<file path="src/rtl/uart_pkg.sv">
// Shared UART definitions: default oversampling and the baud increment calculation
// used both at elaboration and for software-visible divisor tables.
package uart_pkg;

  localparam int unsigned OVERSAMPLE_DEF = 16;

  // round(br * os * 2^acc_w / clkf); returns 0 for a zero clock so callers can reject it
  function automatic longint unsigned calc_baud_inc(
    input longint unsigned clkf,
    input longint unsigned br,
    input longint unsigned os,
    input longint unsigned acc_w
  );
    longint unsigned num;
    if (clkf == 0) return 0;
    num = (br * os) << acc_w;
    return (num + clkf / 2) / clkf;
  endfunction

endpackage

</file>
<file path="src/rtl/baud_phase_acc.sv">
// Phase accumulator for the fractional baud generator: holds acc/inc and
// reports the overflow carry of the add that the next clock edge commits.
module baud_phase_acc #(
  parameter int unsigned          ACC_W   = 16,
  parameter logic [ACC_W-1:0]     INC_DEF = '0
) (
  input  logic             clk,
  input  logic             reset,
  input  logic             en,
  input  logic             resync,
  input  logic             cfg_load,
  input  logic [ACC_W-1:0] cfg_inc,
  output logic             carry_p0
);

  logic [ACC_W-1:0] acc;
  logic [ACC_W-1:0] inc;
  logic [ACC_W:0]   sum_p0;

  always_comb begin
    sum_p0 = {1'b0, acc} + {1'b0, inc};
  end

  // carry is only meaningful when the add is actually committed this edge
  assign carry_p0 = en & ~resync & sum_p0[ACC_W];

  always_ff @(posedge clk) begin
    if (reset) begin
      acc <= '0;
      inc <= INC_DEF;
    end else begin
      if (resync) begin
        acc <= '0;
      end else if (en) begin
        acc <= sum_p0[ACC_W-1:0];
      end
      if (cfg_load) begin
        inc <= cfg_inc;
      end
    end
  end

endmodule

</file>
<file path="src/rtl/baud_tick_gen.sv">
// Fractional-N baud tick generator: oversample, mid-bit and bit-end ticks plus
// a 50% duty bit clock, derived from a phase accumulator carry.
module baud_tick_gen
  import uart_pkg::*;
#(
  parameter int unsigned CLKF       = 50_000_000,
  parameter int unsigned BR         = 115200,
  parameter int unsigned OVERSAMPLE = OVERSAMPLE_DEF,
  parameter int unsigned ACC_W      = 16
) (
  input  logic             clk,
  input  logic             reset,
  input  logic             en,
  input  logic [ACC_W-1:0] cfg_inc,
  input  logic             cfg_load,
  input  logic             resync,
  output logic             os_tick,
  output logic             mid_tick,
  output logic             bit_tick,
  output logic             bclk
);

  localparam longint unsigned INC_CALC =
    calc_baud_inc(64'(CLKF), 64'(BR), 64'(OVERSAMPLE), 64'(ACC_W));
  localparam logic [ACC_W-1:0] INC_DEF = INC_CALC[ACC_W-1:0];

  localparam int unsigned OS_W = $clog2(OVERSAMPLE);
  localparam logic [OS_W-1:0] MID_CNT  = OS_W'(OVERSAMPLE / 2 - 1);
  localparam logic [OS_W-1:0] LAST_CNT = OS_W'(OVERSAMPLE - 1);

  if (BR == 0 || CLKF == 0 || (OVERSAMPLE % 2) != 0 || OVERSAMPLE < 4 ||
      INC_CALC == 0 || INC_CALC >= (64'd1 << ACC_W)) begin : g_bad_cfg
    $fatal(1, "baud_tick_gen: invalid CLKF/BR/OVERSAMPLE/ACC_W combination");
  end

  logic            carry_p0;
  logic [OS_W-1:0] os_cnt;

  baud_phase_acc #(
    .ACC_W   (ACC_W),
    .INC_DEF (INC_DEF)
  ) u_phase_acc (
    .clk      (clk),
    .reset    (reset),
    .en       (en),
    .resync   (resync),
    .cfg_load (cfg_load),
    .cfg_inc  (cfg_inc),
    .carry_p0 (carry_p0)
  );

  // ---- stage p1: tick decode and bit clock, registered off the carry ----
  always_ff @(posedge clk) begin
    if (reset || resync) begin
      os_cnt   <= '0;
      os_tick  <= 1'b0;
      mid_tick <= 1'b0;
      bit_tick <= 1'b0;
      bclk     <= 1'b0;
    end else begin
      os_tick  <= carry_p0;
      mid_tick <= 1'b0;
      bit_tick <= 1'b0;
      if (carry_p0) begin
        if (os_cnt == LAST_CNT) begin
          os_cnt   <= '0;
          bit_tick <= 1'b1;
          bclk     <= 1'b0;
        end else begin
          os_cnt <= os_cnt + 1'b1;
        end
        if (os_cnt == MID_CNT) begin
          mid_tick <= 1'b1;
          bclk     <= 1'b1;
        end
      end
    end
  end

endmodule

</file>
<file path="config.mk">
export PLATFORM = sky130hd
export DESIGN_NAME = baud_tick_gen
export DESIGN_NICKNAME = d
export VERILOG_FILES = /design/src/rtl/uart_pkg.sv /design/src/rtl/baud_phase_acc.sv /design/src/rtl/baud_tick_gen.sv
export SDC_FILE = /design/constraint.sdc
export NUM_CORES = 1
export LEC_CHECK = 0
export CAP_MARGIN = 20
export CORE_MARGIN = 2
export CORE_UTILIZATION = 60
export DETAILED_ROUTE_END_ITERATION = 10
export HOLD_SLACK_MARGIN = 0.12
export PLACE_DENSITY = 0.85
export SLEW_MARGIN = 30
export SYNTH_ARGS = -nofsm -noshare
export SYNTH_HDL_FRONTEND = slang
export SYNTH_SLANG_ARGS = --single-unit
export TNS_END_PERCENT = 20
</file>
<file path="constraint.sdc">
create_clock -name clk -period 3.4 [get_ports clk]
set_input_delay 0.68 -clock clk [delete_from_list [all_inputs] [get_ports clk]]
set_output_delay 0.68 -clock clk [all_outputs]
set_load 0.005 [all_outputs]
</file>
==> run metrics <==
total track usage=22.8%; Die X=63.6 um; total die area=4050 um^2; RD Place Congestion=0.843; setup TNS=0 ns; critical path required time=3.66 ns; PostCTS Resize Cnt=0; number of flops mapped to enable cells by yosys=0; WL final=4070 um; endpoint type of the worst setup path=register; leading cell types by count after synthesis=dfxtp_1, nor2_1, mux2i_1, ha_1, o21ai_0; drt wl/cell=13.5 um; hold_buf cts=0; num rows=21; CP max FO=11; Peak VDD IR=0.000301 V; Yosys top cell by area=dfxtp_1; Netlist cell types=41; Die Height=63.6 um; Post-Syn Area=2130 um^2; clock sinks=40; cts bufs inserted=5; H-Tree Depth=2; IO Pins=25; switching part of the total=27.4%; Slew HR=58.4%; root buf cell=clkbuf_4; Port Buffers=24; post-synth top area share=37.5%; Final setup viols=0; Net count, final=294; starting density of the core=63.0%; Psw=251 uW; max_cap viols=0; Placement Setup Slack=0.940 ns; Syn Inst Count=230; largest net degree at the start of global routing=22; average vias per placed instance=5.78; final hold slack=0.483 ns; maximum operating frequency=403 MHz; vias in the first global route=1677; Final Hold Viols=0; Crit Path Class=reg2reg; initial antenna violation count=0; final core utilization=72.7%; Post-CTS Setup Inserts=0; RSZ-0062 raised after global routing=no; final worst-path cycle share=73.1%; Arrival @ worst endpoint=2.74 ns; initial DRC count=129; CTS tree=yes; Routed Antenna Nets=0; Post-Synth Adder-Cell Area=10.9%; Ys Warns=0; combinational family with the most area after synthesis=compound AO/OA/AOI/OAI gates; transition time at the pin with the least slew margin=0.622 ns; clock slew at reported path FFs=0.12 ns; most common cell in the synthesized netlist=dfxtp_1; worst r2r src=u_phase_acc.inc[0]; Post-Synth XOR/XNOR Area=4.92%; prevailing post-synth register cell=dfxtp_1; mux contribution to synthesized area=9.38%; compound-cell area share of the yosys netlist=18.6%; CTS max path bufs=2; Leak Pwr=1.05 nW; GR Overflow Total=0; PD cells=371 nW/um^2; outcome=completed; Power Internal=664 uW; clock latency at the later pin of the worst-skew pair=0.36 ns; Detailed Routing Iterations Pass 1=4; Synth Register Bits=40; Comb pwr share=17.6%; Via Count=1747; setup ws final=0.916 ns; Setup crit start kind=register; sequential share of power=54.6%; Synth area leaders=dfxtp_1, ha_1, mux2i_1; Worst Reg-to-Reg Cells=8; max-slew violations=0; final worst clock skew=0.00828 ns; RR Endpoint=os_cnt[3]; syn_nets=269; ratio of cells with drive above 1 in the final layout=7.81%; syn_area_per_cell=9.28 um^2; first-pass GRT wire length=7330 um; register area share after synthesis=37.5%; flop2flop setup slack=0.92 ns; core area=3390 um^2; synthesis-to-finish area growth=15.5%; antenna fix cells=0; CP endpoint=os_cnt[3]; Worst Setup SP=u_phase_acc.inc[0]; ys async rst share=0%; detailed placement HPWL=3010 um; clock share of power=27.9%; Simple-Gate Fraction of Synth Area=16.5%; Tmin final=2.48 ns; Hold Path Class=reg2reg; DRC=0
final cells by class:
cell class,count,area [um^2]
multi-input combinational,180,1290
sequential,40,801
clock buffer,6,51.3
fill,249,925
timing repair buffer,26,250
inverter,2,7.51
tap,46,57.6
clock inverter,2,10.0
routing by layer:
layer / share of wire [%] / track usage (%) / vias to the layer above
met5: 0 / 0 / -
met4: 1.4 / 10.6 / 0
met3: 5.0 / 5.18 / 7
met2: 46 / 36.1 / 40
met1: 48 / 29.4 / 809
li1: - / - / 891
how the worst min path moves through the flow:
stage                        startpoint                   to  slack, ns  depth (start not counted)
finish              u_phase_acc.acc[15]  u_phase_acc.acc[15]       0.48                          2
global placement    u_phase_acc.acc[13]  u_phase_acc.acc[13]       0.45                          2
floorplan           u_phase_acc.acc[10]  u_phase_acc.acc[10]       0.43                          2
detailed placement  u_phase_acc.acc[15]  u_phase_acc.acc[15]       0.46                          2
global route        u_phase_acc.acc[10]  u_phase_acc.acc[10]       0.51                          2
CTS                 u_phase_acc.acc[15]  u_phase_acc.acc[15]       0.48                          2
cell usage in the layout (no fill, tap or decap), types with 5 or more instances in the layout:
cell	count
a211o_1	5
nor2b_1	6
clkdlybuf4s50_1	23
dfxtp_1	40
nand2_1	15
a21oi_1	14
mux2i_1	20
nand3b_1	6
o21ai_0	16
nor2_1	28
xnor2_1	8
clkbuf_4	5
ha_1	17
power by group through the flow:
stage,registers (mW),clock network [mW],logic [mW]
after floorplan,0.506,0,0.114
after global placement,0.509,0,0.157
after detailed placement,0.510,0,0.161
after CTS,0.499,0.261,0.162
after global routing,0.502,0.279,0.182
final,0.499,0.255,0.161
cells by family after synthesis:
group | count (synthesis)
compound gates | 58
buf+inv | 10
flops | 40
fa+ha+maj | 18
simple gates | 72
mux | 20
xor+xnor | 12
critical path, cell delays in order, from the launching register on:
cell and delay [ns]:
dfxtp_1 0.33, ha_1 0.23, fa_1 0.44, a211oi_2 0.25, o211ai_2 0.13, a21oi_2 0.22, a2bb2oi_2 0.41, nor2_1 0.10
o221a_2 0.27
metrics by stage:
step,std cells,area [um^2],power [mW]
after floorplan,230,2130,0.620
after global placement,294,2410,0.666
after detailed placement,294,2410,0.670
after CTS,302,2470,0.922
after global routing,302,2460,0.962
final,302,2460,0.915
flip-flops by register name (all words and copies together) (netlist names):
register and cells:
bit_tick 1, bclk 1, u_phase_acc.acc 16, mid_tick 1
u_phase_acc.inc 16, os_tick 1, os_cnt 4
(Power assumes the default switching activity.)
